==> src/rtl/mult_share_arbiter_pkg.sv <==
// Shared defaults and scaling constants for the multiplier-sharing arbiter.
package mult_share_arbiter_pkg;

  localparam int DEF_WIDTH = 16;
  localparam int DEF_N_REQ = 4;
  localparam int DEF_ID_W  = 2;

  // Right shift that rescales a Q1.(W-1) x Q1.(W-1) product back to Q1.(W-1).
  function automatic int shift_of(input int width);
    return width - 32'sd1;
  endfunction

  function automatic int max_pos_of(input int width);
    return (32'sd1 <<< (width - 32'sd1)) - 32'sd1;
  endfunction

endpackage

==> src/rtl/mult_share_arbiter_rr_arbiter.sv <==
// Combinational round-robin arbiter: first requester at or after ptr_i, wrapping.
module mult_share_arbiter_rr_arbiter
  import mult_share_arbiter_pkg::*;
#(
  parameter int N_REQ = DEF_N_REQ,
  parameter int ID_W  = DEF_ID_W
) (
  input  logic [N_REQ-1:0] req_i,
  input  logic [ID_W-1:0]  ptr_i,
  output logic [N_REQ-1:0] grant_o,
  output logic [ID_W-1:0]  grant_idx_o,
  output logic             any_grant_o
);

  int idx_s;

  // Priority scan rotated by the pointer; first hit wins.
  always_comb begin
    grant_o     = '0;
    grant_idx_o = '0;
    any_grant_o = 1'b0;
    idx_s       = 0;
    for (int k = 0; k < N_REQ; k++) begin
      idx_s = int'(ptr_i) + k;
      if (idx_s >= N_REQ) begin
        idx_s = idx_s - N_REQ;
      end else begin
        idx_s = idx_s;
      end
      if (!any_grant_o && (|(req_i & (N_REQ'(1'b1) << idx_s)))) begin
        any_grant_o = 1'b1;
        grant_o     = N_REQ'(1'b1) << idx_s;
        grant_idx_o = ID_W'(idx_s);
      end else begin
        any_grant_o = any_grant_o;
      end
    end
  end

endmodule

==> src/rtl/mult_share_arbiter.sv <==
// Round-robin front end sharing one signed Q1.(WIDTH-1) multiplier over a 2-stage pipe.
// Define MULT_SHARE_SAT_EN to clamp the single positive overflow case instead of wrapping.
module mult_share_arbiter
  import mult_share_arbiter_pkg::*;
#(
  parameter int WIDTH = DEF_WIDTH,
  parameter int N_REQ = DEF_N_REQ,
  parameter int ID_W  = DEF_ID_W
) (
  input  logic                   clock,
  input  logic                   reset,
  input  logic [N_REQ-1:0]       req_valid,
  output logic [N_REQ-1:0]       req_ready,
  input  logic [N_REQ*WIDTH-1:0] req_a,
  input  logic [N_REQ*WIDTH-1:0] req_b,
  output logic                   rsp_valid,
  input  logic                   rsp_ready,
  output logic [ID_W-1:0]        rsp_id,
  output logic [WIDTH-1:0]       rsp_data
);

  localparam int SHIFT = shift_of(WIDTH);

  logic [N_REQ-1:0] grant_oh_s;
  logic [ID_W-1:0]  grant_idx_s;
  logic             any_grant_s;
  logic             stall_s;
  logic             accept_s;
  logic [WIDTH-1:0] a_sel_s;
  logic [WIDTH-1:0] b_sel_s;

  logic [ID_W-1:0]  rr_ptr_q,    rr_ptr_d;
  logic             s1_valid_q,  s1_valid_d;
  logic [WIDTH-1:0] s1_a_q,      s1_a_d;
  logic [WIDTH-1:0] s1_b_q,      s1_b_d;
  logic [ID_W-1:0]  s1_id_q,     s1_id_d;
  logic             rsp_valid_q, rsp_valid_d;
  logic [ID_W-1:0]  rsp_id_q,    rsp_id_d;
  logic [WIDTH-1:0] rsp_data_q,  rsp_data_d;

  logic signed [2*WIDTH-1:0] prod_s;
  logic signed [2*WIDTH-1:0] scaled_s;
  logic [WIDTH-1:0]          result_s;
  logic                      prod_unused_s;

  mult_share_arbiter_rr_arbiter #(
    .N_REQ (N_REQ),
    .ID_W  (ID_W)
  ) u_rr (
    .req_i       (req_valid),
    .ptr_i       (rr_ptr_q),
    .grant_o     (grant_oh_s),
    .grant_idx_o (grant_idx_s),
    .any_grant_o (any_grant_s)
  );

  assign stall_s   = rsp_valid_q & ~rsp_ready;
  assign accept_s  = any_grant_s & ~stall_s;
  assign req_ready = reset ? '0 : (grant_oh_s & {N_REQ{~stall_s}});

  // One-hot AND-OR mux picks the granted requester's operands.
  always_comb begin
    a_sel_s = '0;
    b_sel_s = '0;
    for (int i = 0; i < N_REQ; i++) begin
      a_sel_s = a_sel_s | (req_a[i*WIDTH +: WIDTH] & {WIDTH{grant_oh_s[i]}});
      b_sel_s = b_sel_s | (req_b[i*WIDTH +: WIDTH] & {WIDTH{grant_oh_s[i]}});
    end
  end

  assign prod_s   = (2*WIDTH)'($signed(s1_a_q)) * (2*WIDTH)'($signed(s1_b_q));
  assign scaled_s = prod_s >>> SHIFT;
  assign prod_unused_s = ^prod_s;

`ifdef MULT_SHARE_SAT_EN
  localparam logic signed [2*WIDTH-1:0] MAX_POS_W = (2*WIDTH)'(max_pos_of(WIDTH));

  // Only (-1)*(-1) can exceed the positive range; clamp it.
  always_comb begin
    if (scaled_s > MAX_POS_W) begin
      result_s = MAX_POS_W[WIDTH-1:0];
    end else begin
      result_s = scaled_s[WIDTH-1:0];
    end
  end
`else
  assign result_s = scaled_s[WIDTH-1:0];
`endif

  // Next-state: everything holds under stall, otherwise the pipe advances one stage.
  always_comb begin
    rr_ptr_d    = rr_ptr_q;
    s1_valid_d  = s1_valid_q;
    s1_a_d      = s1_a_q;
    s1_b_d      = s1_b_q;
    s1_id_d     = s1_id_q;
    rsp_valid_d = rsp_valid_q;
    rsp_id_d    = rsp_id_q;
    rsp_data_d  = rsp_data_q;
    if (stall_s) begin
      s1_valid_d = s1_valid_q;
    end else begin
      s1_valid_d  = accept_s;
      rsp_valid_d = s1_valid_q;
      if (accept_s) begin
        s1_a_d  = a_sel_s;
        s1_b_d  = b_sel_s;
        s1_id_d = grant_idx_s;
        if (grant_idx_s == ID_W'(N_REQ - 1)) begin
          rr_ptr_d = '0;
        end else begin
          rr_ptr_d = grant_idx_s + ID_W'(1'b1);
        end
      end else begin
        rr_ptr_d = rr_ptr_q;
      end
      if (s1_valid_q) begin
        rsp_id_d   = s1_id_q;
        rsp_data_d = result_s;
      end else begin
        rsp_id_d   = rsp_id_q;
      end
    end
  end

  // State registers with asynchronous reset.
  always_ff @(posedge clock or posedge reset) begin
    if (reset) begin
      rr_ptr_q    <= '0;
      s1_valid_q  <= 1'b0;
      s1_a_q      <= '0;
      s1_b_q      <= '0;
      s1_id_q     <= '0;
      rsp_valid_q <= 1'b0;
      rsp_id_q    <= '0;
      rsp_data_q  <= '0;
    end else begin
      rr_ptr_q    <= rr_ptr_d;
      s1_valid_q  <= s1_valid_d;
      s1_a_q      <= s1_a_d;
      s1_b_q      <= s1_b_d;
      s1_id_q     <= s1_id_d;
      rsp_valid_q <= rsp_valid_d;
      rsp_id_q    <= rsp_id_d;
      rsp_data_q  <= rsp_data_d;
    end
  end

  assign rsp_valid = rsp_valid_q;
  assign rsp_id    = rsp_id_q;
  assign rsp_data  = rsp_data_q;

endmodule

==> config.mk <==
export PLATFORM = sky130hd
export DESIGN_NAME = mult_share_arbiter
export DESIGN_NICKNAME = d
export VERILOG_FILES = /design/src/rtl/mult_share_arbiter_pkg.sv /design/src/rtl/mult_share_arbiter_rr_arbiter.sv /design/src/rtl/mult_share_arbiter.sv
export SDC_FILE = /design/constraint.sdc
export NUM_CORES = 1
export LEC_CHECK = 0
export BUFFER_PORTS_ARGS = -buffer_cell sky130_fd_sc_hd__buf_2
export CORE_MARGIN = 4
export CORE_UTILIZATION = 55
export DETAILED_ROUTE_END_ITERATION = 8
export PLACE_DENSITY = 0.79
export SLEW_MARGIN = 15
export SYNTH_ARGS = -nofsm -noshare
export SYNTH_HDL_FRONTEND = slang
export SYNTH_SLANG_ARGS = --single-unit
==> constraint.sdc <==
create_clock -name clock -period 6.4 [get_ports clock]
set_input_delay 0.32 -clock clock [delete_from_list [all_inputs] [get_ports clock]]
set_output_delay 0.32 -clock clock [all_outputs]
set_load 0.005 [all_outputs]
---- Word level (Yosys, flattened, before mapping) ----
Index checks and enable logic that the tools add are counted.
storage, ports and cells
  register bits ........................... 56
  input port bits ......................... 135
  word-level logic and storage cells ...... 79
operators by class
  add/subtract/negate cells ............... 8
  $mul .................................... 1
  magnitude comparators ................... 4
  equality and inequality tests ........... 1
  shifts and indexed selects .............. 4
  mux-type cells .......................... 18
  bitwise operators ....................... 23
  reductions and logical operators ........ 12
operator list
  cell                     number
  $and A16 B16 Y16         8
  $mux W32                 4
  $shl A1 B32 Y4 const A   4
  $ge A32 B4 Y1 const B    3
  $or A16 B16 Y16          6
  $sub A32 B4 Y32 const B  3
  $mul A16 B16 Y31         1
  $and A4 B4 Y4            5
  $mux W4                  5
  $reduce_or A4 Y1         4
  $mux W2                  5
  $add A2 B2 Y3 const B    2
  $mux W1                  4
  $reduce_and A2 Y1        2
  $sub A2 B3 Y4 const B    1
  $add A2 B1 Y3 const B    1
  $ge A2 B3 Y1 const B     1
  $logic_and A1 B1 Y1      3
  $logic_not A1 Y1         3
  $add A2 B1 Y2 const B    1
  $and A1 B1 Y1            2
  $eq A2 B2 Y1 const B     1
  $not A1 Y1               2

---- Longest topological paths before layout ----
Gate-level depths: netlist (run 1).
  depth in word-level cells ............... 19
  mapped depth ............................ 25
  mapped depth without buffers ............ 23

---- By module ----
Synthesis (run 1) repeated with hierarchy kept, for this count alone.
second synthesis, totals
  cell total of the unflattened synthesis .. 1339
  area, all modules ....................... 12406.9 um^2
modules (own cells, without submodules)
  module                         times used  cells each  area an instance (um^2)  seq. area each (um^2)
  mult_share_arbiter             1           1279        11928.9                  1401.3
  mult_share_arbiter_rr_arbiter  1           60          478.0                    0.0

---- Worst setup path before layout (run 1) ----
OpenSTA, ideal clock, no wires.
  path type ............................... register -> register
  start ................................... reg s1_a_q[15]
  end ..................................... reg rsp_data_q[15], in the netlist rsp_data[15]
  library setup time ...................... 0.126 ns
  arrival ................................. 6.448 ns
  data required time ...................... 6.274 ns
  slack ................................... -0.174 ns
  cell stages (with the launch flop) ...... 24
  buffers on the path ..................... 2
  clock period less this slack ............ 6.574 ns
  cell sequence ........................... dfrtp_1 -> clkbuf_1 -> clkbuf_1 -> nand2_1 -> inv_1 -> fa_1 -> inv_1 -> fa_1 -> inv_1 -> fa_1 -> fa_1 -> fa_1 -> inv_1 -> fa_1 -> inv_1 -> ha_1 -> a21o_1 -> a21o_1 -> a21oi_1 -> nor3b_1 -> a211oi_1 -> nor3_1 -> a211oi_1 -> a221o_1
on the way
  word-level cells in the longest chain between the ends .. 1
RTL lines
  element                   line                       source
  start: declaration        mult_share_arbiter.sv:34   logic [WIDTH-1:0] s1_a_q, s1_a_d;
  start signal: assignment  mult_share_arbiter.sv:131  s1_a_q <= '0;
  start signal: assignment  mult_share_arbiter.sv:140  s1_a_q <= s1_a_d;
  $mul A16 B16 Y31          mult_share_arbiter.sv:71   assign prod_s = (2*WIDTH)'($signed(s1_a_q)) * (2*WIDTH)'($signed(s1_b_q));
  end signal: assignment    mult_share_arbiter.sv:145  rsp_data_q <= rsp_data_d;
  end: declaration          mult_share_arbiter.sv:39   logic [WIDTH-1:0] rsp_data_q, rsp_data_d;
Every way passes these cells.
A chain may end at the register's enable or synchronous reset.

---- Worst setup path in the final report (run 1) ----
  start ................................... reg s1_b_q[5]
  end ..................................... reg rsp_data_q[6], in the netlist rsp_data[6]
on the way
  word-level cells in the longest chain between the ends .. 1
RTL lines
  element                   line                       source
  start: declaration        mult_share_arbiter.sv:35   logic [WIDTH-1:0] s1_b_q, s1_b_d;
  start signal: assignment  mult_share_arbiter.sv:132  s1_b_q <= '0;
  start signal: assignment  mult_share_arbiter.sv:141  s1_b_q <= s1_b_d;
  $mul A16 B16 Y31          mult_share_arbiter.sv:71
Every way passes these cells.

==> flow_summary_export.csv, run 1 <==
group,metric,value,unit
status,status,"completed",
drt,routed-via-count,9897,
clock_network,clk_path_buf_depth,2,
timing,hold_violations,0,
drt,drtIter0Drc,620,
cells_and_area,multi_input_area,0.009729,sq mm
timing,fmax,0.1601,GHz
placement,dp_cells,1787,
critical_path,critPathCaptureType,"flip-flop",
clock_network,cts_hold_buf,0,
timing,fin_setup_tns,0,ns
cells_and_area,drive_gt1_frac,0.2071,
synthesis,synth-simple-area-share,0.1360,
drt,drc,0,
timing,clock_skew,0.01385,ns
cells_and_area,antennaDiodeCount,0,
job,drv_cap,0,
clock_network,cts_buffers,5,
timing,slew_viol_final,0,
synthesis,synth_common_cells,"inv_1 (331), fa_1 (255), nand2_1 (174)",
synthesis,synthXorXnorAreaFrac,0.01961,
drt,wirelength,30860,um
floorplanning,row_count,54,
critical_path,crit_required,6.61,ns
clock_network,clk_pin_slew,0.09,ns
synthesis,synth_seq_cells,56,
synthesis,netlist.top_cell.by_area,"fa_1",
synthesis,synth_compound_area_frac,0.1174,
critical_path,path_class,"flip-flop to flip-flop",
synthesis,syn-instance-count,1357,
critical_path,crit_fanout,7,
floorplanning,fp.dieH,158.8,um
synthesis,syn-num-nets,1828,
cells_and_area,post-route-util,0.6449,
placement,gp_congestion,0.8804,
synthesis,synth_edf_count,0,
clock_network,cts_tree,"built",
timing,rsz0062_at_grt,"true",
grt,grt_pass1_wl,50430,um
cells_and_area,final-seq-area,0.001421,sq mm
critical_path,critPathMaxStageDelay,0.54,ns
grt,grt_usage,0.2423,
critical_path,worst_path_most_repeated_cell,"fa_1",
grt,grt_pass1_vias,10440,
hold_path,hp-class,"primary input to async pin",
clock_network,cts_root_buf,"clkbuf_16",
grt,antenna_found_initial,0,
timing,max-slew-margin-rel,0.3560,
synthesis,synthesis.area,0.01251,sq mm
synthesis,synth.area.mux_share,0.003601,
placement,io_buffer_count,157,
drt,ant_nets,0,
clock_network,insertion_delay,0.32,ns
timing,setup_violations,0,
floorplanning,initial_core_util,0.5661,
synthesis,synth_fa_ha_area_frac,0.4892,
synthesis,synth_area_leaders,"fa_1 (41%), dfrtp_1 (11%), inv_1 (9.9%)",
floorplanning,num_io_pins,158,
critical_path,worstPathArrival,6.45,ns
synthesis,ys_async_sr_fraction,1.000,
floorplanning,core-area,0.02209,sq mm
cells_and_area,nets,2001,
synthesis,synth_top_family_by_area,"adder cells",
cells_and_area,fill_cells,1777,
cells_and_area,synthToLayoutAreaGrowth,13.92,%
critical_path,critPathSlowestCell,"fa_2",
synthesis,yosysWarningCount,0,
critical_path,worstPathCellList,"buf_4, and2_1, fa_1, inv_1, fa_1, fa_2, inv_1, fa_1, fa_1, inv_1, fa_1, inv_1, ha_1, a222oi_1, nand3_1, o211a_4, or3_4, a31o_2, xor2_1, mux2_2",
clock_network,h-tree-depth,2,
cells_and_area,finalNonFillerCells,1811,
placement,dp_hpwl,25720,um
drt,dr.pass1.iters,5,
grt,grt-ovfl-total,0,
timing,worst_pin_slew,0.9660,ns
drt,drt-wirelength-per-cell,17.04,um
synthesis,avgSynthCellArea,9.217,sq um
synthesis,synth.distinct_cells,47,
floorplanning,die_w,158.8,um
timing,holdWs,0.2128,ns
clock_network,cts_sinks,56,
floorplanning,die-area,0.02522,sq mm
synthesis,synth_seq_area_share,0.1120,
timing,finalCritPeriodShare,0.9759,
timing,post-route-min-period,6.246,ns
drt,via_per_inst,5.465,
critical_path,start_kind,"flip-flop",
synthesis,synth_top_area_share,0.4082,
synthesis,yosysMostFrequentCell,"inv_1",
grt,grt_max_degree,71,
synthesis,synth_flop_cell,"dfrtp_1",
final timing paths:
| path | from | end | slack [ns] | depth (start not counted) |
|---|---|---|---|---|
| max in group asynchronous | reset | s1_b_q[2] | 5.65 | 3 |
| worst min register to register | rsp_data[5] | rsp_data[5] | 0.48 | 2 |
| worst max register to register | s1_b_q[5] | rsp_data[6] | 0.15 | 20 |
| worst min-delay path | reset | s1_a_q[13] | 0.21 | 3 |
| worst max-delay path | s1_b_q[5] | rsp_data[6] | 0.15 | 20 |
| min in group clock | req_a[27] | s1_a_q[11] | 0.28 | 3 |
placed cells by master (no fill, tap or decap), drive strengths merged, types with 2 or more instances in the layout:
master  instances
ha             81
nand3           8
dfrtp          56
nor2b           4
a221o           5
fa            255
a221oi         33
o41ai           2
nand2         174
nand4           5
xnor2          22
inv           334
xor2            6
a211oi          4
mux2            4
o31ai           3
clkbuf          5
a21o            9
nor2           29
buf           230
o21a            2
a22oi          10
a22o           35
o21ai          56
nand2b          4
a21oi          15
and2          121
nor3            5
registers in the layout, summed over array words and instances (netlist names), named ones only:
name        count
rr_ptr_q        1
rsp_data       16
rsp_id          2
rsp_valid       1
s1_a_q         16
s1_b_q         16
s1_id_q         2
s1_valid_q      1
final cells by class:
type	count	area share
clock buffer	5	0.008782
multi-input combinational	906	0.6829
inverter	331	0.08738
clock inverter	3	0.002020
sequential	56	0.09976
tap	280	0.02459
timing repair buffer	230	0.09458
timing repair:
item                       4_1_cts  5_1_grt
buffers inserted                 0       16
pin swaps                        0       13
setup endpoints to repair        2        8
resized for setup               10       43
through the flow:
stage | instance area (sq um) | worst slack [ns]
6_report | 14250 | 0.1541
3_3_place_gp | 13800 | 0.1519
4_1_cts | 13970 | 0.05746
3_5_place_dp | 13800 | -0.1283
2_1_floorplan | 12510 | 0.03264
5_1_grt | 14250 | -0.05046
critical path, delay by kind of cell (launching register included):
family,cells,cell delay (ns)
AO/OA/AOI/OAI,3,0.84
XOR/XNOR,1,0.13
adder cells (fa/ha/maj),7,3.31
buffers and inverters,5,0.39
flip-flops,1,0.48
multiplexers,1,0.26
AND/OR/NAND/NOR,3,0.71
per-layer routing:
layer / global-route usage / part of all wire / up-vias
met3: 0.03007 / 0.056 / 93
met4: 0.08521 / 0.038 / 0
li1: - / - / 4484
met5: 0 / 0 / -
met1: 0.3041 / 0.38 / 4941
met2: 0.4346 / 0.53 / 379
logic make-up (layout without fill, tap and decap cells):
logic type	Yosys count	after routing
buf+inv	395	569
simple gates	355	355
fa+ha+maj	336	336
compound gates	183	183
flops	56	56
xor+xnor	28	28
mux	4	4
Power of run 1 is left out: the tool's default activity adds up to more than one toggle a clock period on the data nets, which glitch-free logic cannot reach.
==> inputs of run 2 (changes only) <==
- CORE_UTILIZATION: 55 -> 58
- CTS_BUF_LIST: not set -> sky130_fd_sc_hd__clkbuf_2
- PLACE_DENSITY: 0.79 -> 0.8
- clock period: 6.4 -> 5.96 ns (I/O delays scaled with it)
==> flow_summary_export.csv, run 2 (same netlist as run 1, synthesis figures left out) <==
group,metric,value,unit
timing,max-slew-margin-rel,0.3133,
cells_and_area,drive_gt1_frac,0.2761,
grt,grt_pass1_vias,11550,
critical_path,crit_required,6.45,ns
timing,rsz0062_at_grt,"true",
floorplanning,row_count,53,
clock_network,cts_sinks,56,
clock_network,clk_pin_slew,0.44,ns
critical_path,worstPathArrival,6.68,ns
status,violations,"negative setup slack",
drt,drt-wirelength-per-cell,18.97,um
timing,fmax,0.1615,GHz
floorplanning,num_io_pins,158,
timing,slew_viol_final,0,
placement,dpl_cell_area,0.01430,sq mm
hold_path,hp-class,"primary input to flip-flop",
clock_network,cts_buffers,5,
cells_and_area,final_cell_area,0.01568,sq mm
timing,hold_violations,0,
status,status,"finished with violations",
critical_path,r2r_setup_slack,-0.23,ns
grt,grt_pass1_wl,55880,um
critical_path,path_class,"flip-flop to flip-flop",
drt,routed-via-count,10890,
floorplanning,fp.dieH,154.8,um
floorplanning,die-area,0.02398,sq mm
placement,pre_cts_ws,-0.3605,ns
grt,grt-ovfl-total,0,
timing,post-route-min-period,6.191,ns
grt,antenna_found_initial,1,
floorplanning,core-area,0.02109,sq mm
timing,finalCritPeriodShare,1.039,
drt,ant_nets,0,
cells_and_area,most-common-layout-cells,"inv_1 (310), fa_1 (239), nand2_1 (171)",
cells_and_area,post-route-util,0.7436,
clock_network,clk_path_buf_depth,2,
clock_network,insertion_delay,0.62,ns
critical_path,critPathCaptureType,"flip-flop",
drt,drtIter0Drc,954,
timing,setup_ws,-0.2313,ns
drt,dr.pass1.iters,5,
grt,grt_usage,0.2936,
floorplanning,initial_core_util,0.5931,
drt,drc,0,
hold_path,whs_path_depth,3,
clock_network,h-tree-depth,2,
hold_path,min_delay_worst_endpoint,"s1_b_q[14]",
placement,gp_congestion,0.8959,
timing,setup_violations,6,
critical_path,r2r_start,"s1_a_q[5]",
timing,worst_pin_slew,1.030,ns
placement,dp_hpwl,26770,um
cells_and_area,final_common_cell,"inv_1",
critical_path,start_kind,"flip-flop",
critical_path,crit_fanout,8,
cells_and_area,nets,2125,
placement,io_buffer_count,157,
critical_path,reg2reg_depth,19,
cells_and_area,synthToLayoutAreaGrowth,25.38,%
grt,grt_max_degree,71,
clock_network,cts_root_buf,"clkbuf_2",
timing,clock_skew,0.08200,ns
drt,via_per_inst,5.637,
floorplanning,die_w,154.8,um
clock_network,cts_tree,"built",
drt,wirelength,36640,um
critical_path,crit_start,"s1_a_q[5]",
hold_path,min_from,"req_b[14]",
critical_path,rr_endpoint,"rsp_data[6]",
job,drv_cap,0,
==> run 2: layout make-up <==
| class | instances | area [sq um] |
|---|---|---|
| antenna | 1 | 2.502 |
| clock buffer | 5 | 25.02 |
| clock inverter | 3 | 33.78 |
| fill | 1396 | 5406 |
| inverter | 331 | 1247 |
| multi-input combinational | 906 | 10080 |
| sequential | 56 | 1428 |
| tap | 275 | 344.1 |
| timing repair buffer | 354 | 2516 |
==> run 2: worst max-delay path by stage <==
| stage | cells past startpoint | slack (ns) | to |
|---|---|---|---|
| final | 19 | -0.23 | rsp_data[6] |
| after global routing | 20 | -0.36 | rsp_data[7] |
| after CTS | 19 | -0.17 | rsp_data[6] |
| after detailed placement | 23 | -0.36 | rsp_data[15] |
| after global placement | 21 | -0.14 | rsp_data[6] |
| after floorplan | 22 | 0.004 | rsp_data[6] |
==> run 2: critical path, cell delays in order, from the launching register on <==
cell      delay, ns
dfrtp_2        0.58
and2_4         0.17
fa_1           0.48
inv_1          0.05
fa_1           0.47
inv_1          0.06
fa_1           0.60
fa_1           0.45
fa_1           0.52
inv_2          0.05
fa_1           0.53
inv_2          0.06
ha_4           0.21
a222oi_1       0.37
nand3_1        0.18
o211a_4        0.29
or3_4          0.35
a31o_4         0.25
xor2_1         0.13
mux2_2         0.25
==> run 2: per-layer routing <==
| metal | track usage | share of wire | vias up |
|---|---|---|---|
| met5 | 0 | 0 | - |
| met4 | 0.1413 | 0.063 | 0 |
| met3 | 0.03274 | 0.060 | 184 |
| met2 | 0.5397 | 0.53 | 512 |
| met1 | 0.3409 | 0.34 | 5466 |
| li1 | - | - | 4724 |
==> run 2: what timing repair did <==
action,CTS,global route
endpoints found under the setup margin,14,15
hold endpoints to repair,87,0
setup buffers,13,11
pin swaps,59,77
hold buffers,63,0
gates resized for setup,61,80
==> run 2: stage by stage <==
stage,instances,TNS [ns],hold WS [ns]
2_1_floorplan,1357,0,0.4453
3_3_place_gp,1836,-0.5826,0.4571
3_5_place_dp,1836,-2.432,0.4656
4_1_cts,1919,-0.4426,0.006333
5_1_grt,1931,-2.217,0.02508
6_report,1931,-0.8172,0.02897
Power of run 2 is left out for the same reason.
==> inputs of run 3 (changes only) <==
- CORE_MARGIN: 4 -> 2
- SYNTH_HIERARCHICAL: not set -> 1
==> flow_summary_export.csv, run 3 <==
group,metric,value,unit
drt,drt-wirelength-per-cell,17.10,um
hold_path,hp-class,"primary input to flip-flop",
floorplanning,row_count,53,
cells_and_area,final_common_cell,"inv_1",
timing,max-slew-margin-rel,0.2914,
drt,drtIter0Drc,657,
clock_network,cts_root_buf,"clkbuf_2",
status,status,"finished with violations",
clock_network,h-tree-depth,2,
synthesis,netlist.top_cell.by_area,"fa_1",
drt,via_per_inst,5.563,
timing,rsz0062_at_grt,"true",
cells_and_area,drive_gt1_frac,0.2430,
clock_network,cts_buffers,5,
job,drv_cap,0,
floorplanning,num_io_pins,158,
drt,drc,0,
synthesis,yosysMostFrequentCell,"inv_1",
floorplanning,core-area,0.02102,sq mm
synthesis,synth.distinct_cells,55,
clock_network,insertion_delay,0.55,ns
timing,holdWs,0.02335,ns
drt,ant_nets,0,
placement,dp_hpwl,25870,um
timing,setup_ws,-0.09284,ns
synthesis,synth_top_area_share,0.4115,
timing,post-route-min-period,6.053,ns
synthesis,synth_flop_cell,"dfrtp_1",
critical_path,crit_fanout,5,
timing,clock_skew,0.05730,ns
timing,slew_viol_final,0,
critical_path,path_class,"flip-flop to flip-flop",
status,violations,"negative setup slack",
critical_path,start_kind,"flip-flop",
synthesis,synthesis.area,0.01241,sq mm
floorplanning,die-area,0.02258,sq mm
placement,gp_congestion,0.9691,
cells_and_area,nets,2039,
clock_network,cts_tree,"built",
synthesis,syn-instance-count,1339,
timing,setup_violations,6,
synthesis,synth_area_leaders,"fa_1 (41%), dfrtp_1 (11%), inv_1 (9.0%)",
synthesis,yosysWarningCount,6,
timing,finalCritPeriodShare,1.016,
drt,dr.pass1.iters,5,
grt,grt_max_degree,71,
drt,routed-via-count,10240,
synthesis,synth_common_cells,"inv_1 (298), fa_1 (255), nand2_1 (183)",
floorplanning,die_w,150.3,um
cells_and_area,synthToLayoutAreaGrowth,18.31,%
synthesis,synth_seq_area_share,0.1129,
drt,wirelength,31460,um
grt,grt-ovfl-total,0,
critical_path,worstPathArrival,6.59,ns
timing,hold_violations,0,
clock_network,clk_path_buf_depth,2,
critical_path,critPathCaptureType,"flip-flop",
floorplanning,initial_core_util,0.5902,
grt,grt_usage,0.2963,
cells_and_area,most-common-layout-cells,"inv_1 (290), fa_1 (238), nand2_1 (180)",
synthesis,synth_seq_cells,56,
grt,grt_pass1_wl,52390,um
floorplanning,fp.dieH,150.3,um
clock_network,cts_sinks,56,
clock_network,clk_pin_slew,0.36,ns
critical_path,crit_required,6.49,ns
grt,antenna_found_initial,1,
synthesis,ys_async_sr_fraction,1.000,
grt,grt_pass1_vias,11120,
timing,fmax,0.1652,GHz
placement,io_buffer_count,157,
synthesis,synth_edf_count,0,
synthesis,syn-num-nets,1815,
synthesis,avgSynthCellArea,9.266,sq um
timing,worst_pin_slew,1.059,ns
run 3: changes by cell type in the layout (fill, tap and decap cells not counted), sizes merged, moves of 4 or more:
cell	delta
ha	+5
dlygate4sd3	-54
a22oi	-6
nand2	+9
and3	+7
inv	-33
buf	-18
nor2b	-4
nand2b	+4
a21o	-4
a221oi	+5
nor2	-10
run 3: cell families (layout without fill, tap and decap cells):
family | count (synthesis) | after routing | share of synthesized area
other | 0 | 1 | 0
buffers and inverters | 363 | 588 | 0.1105
AO/OA/AOI/OAI | 185 | 185 | 0.1115
XOR/XNOR | 25 | 25 | 0.01765
flip-flops | 56 | 56 | 0.1129
multiplexers | 6 | 6 | 0.005445
adder cells (fa/ha/maj) | 341 | 341 | 0.4982
AND/OR/NAND/NOR | 363 | 363 | 0.1437
run 3: path summary, 6_finish.rpt:
check,startpoint,endpoint,slack (ns),depth (start not counted)
worst max-delay path,s1_b_q[6],rsp_data[13],-0.09,21
worst min-delay path,req_b[57],s1_b_q[9],0.02,3
worst max register to register,s1_b_q[6],rsp_data[13],-0.09,21
worst min register to register,rsp_data[3],rsp_data[3],0.52,2
max in group asynchronous,reset,s1_a_q[13],4.93,4
min in group asynchronous,reset,s1_a_q[14],0.44,4
run 3: metrics by stage:
step | utilization | setup WS (ns) | cell area (sq um) | instances | setup TNS, ns
after CTS | 0.6872 | -0.07743 | 14450 | 1827 | -0.07743
after detailed placement | 0.6628 | -0.1457 | 13930 | 1788 | -0.4242
final | 0.6983 | -0.09284 | 14680 | 1840 | -0.3504
after floorplan | - | 0.01864 | 12410 | 1339 | 0
after global routing | 0.6983 | -0.2958 | 14680 | 1840 | -1.779
after global placement | 0.6628 | -0.02774 | 13930 | 1788 | -0.02774
run 3: cell type report:
type	count	area, sq um
antenna	1	2.502
clock buffer	5	25.02
clock inverter	3	21.27
fill	1519	6342
inverter	298	1119
multi-input combinational	920	9960
sequential	56	1424
tap	275	344.1
timing repair buffer	282	1784
run 3: worst max-delay path, cell delays in order, from the launching register on:
cell	delay, ns
dfrtp_2	0.53
buf_6	0.13
and2_4	0.13
fa_2	0.55
inv_1	0.05
fa_2	0.53
fa_2	0.44
fa_1	0.49
inv_1	0.05
fa_1	0.49
inv_2	0.04
fa_1	0.55
inv_2	0.05
ha_4	0.28
nand3_4	0.08
nor4_4	0.31
a221oi_4	0.13
a211oi_4	0.33
o21ai_4	0.13
o21a_1	0.22
or4_1	0.40
nand3_1	0.10
run 3: timing repair:
item	in CTS	in global routing
endpoints found under the hold margin	62	0
buffers inserted	22	13
gates resized for setup	53	39
setup endpoints to repair	7	12
pin swaps	43	40
hold buffers	9	0
run 3: routing by layer:
layer	track usage	wire [um]
met3	0.03818	2084
met1	0.3586	11620
met5	0	0
met4	0.1354	1475
met2	0.5285	16280
Power of run 3 is left out for the same reason.
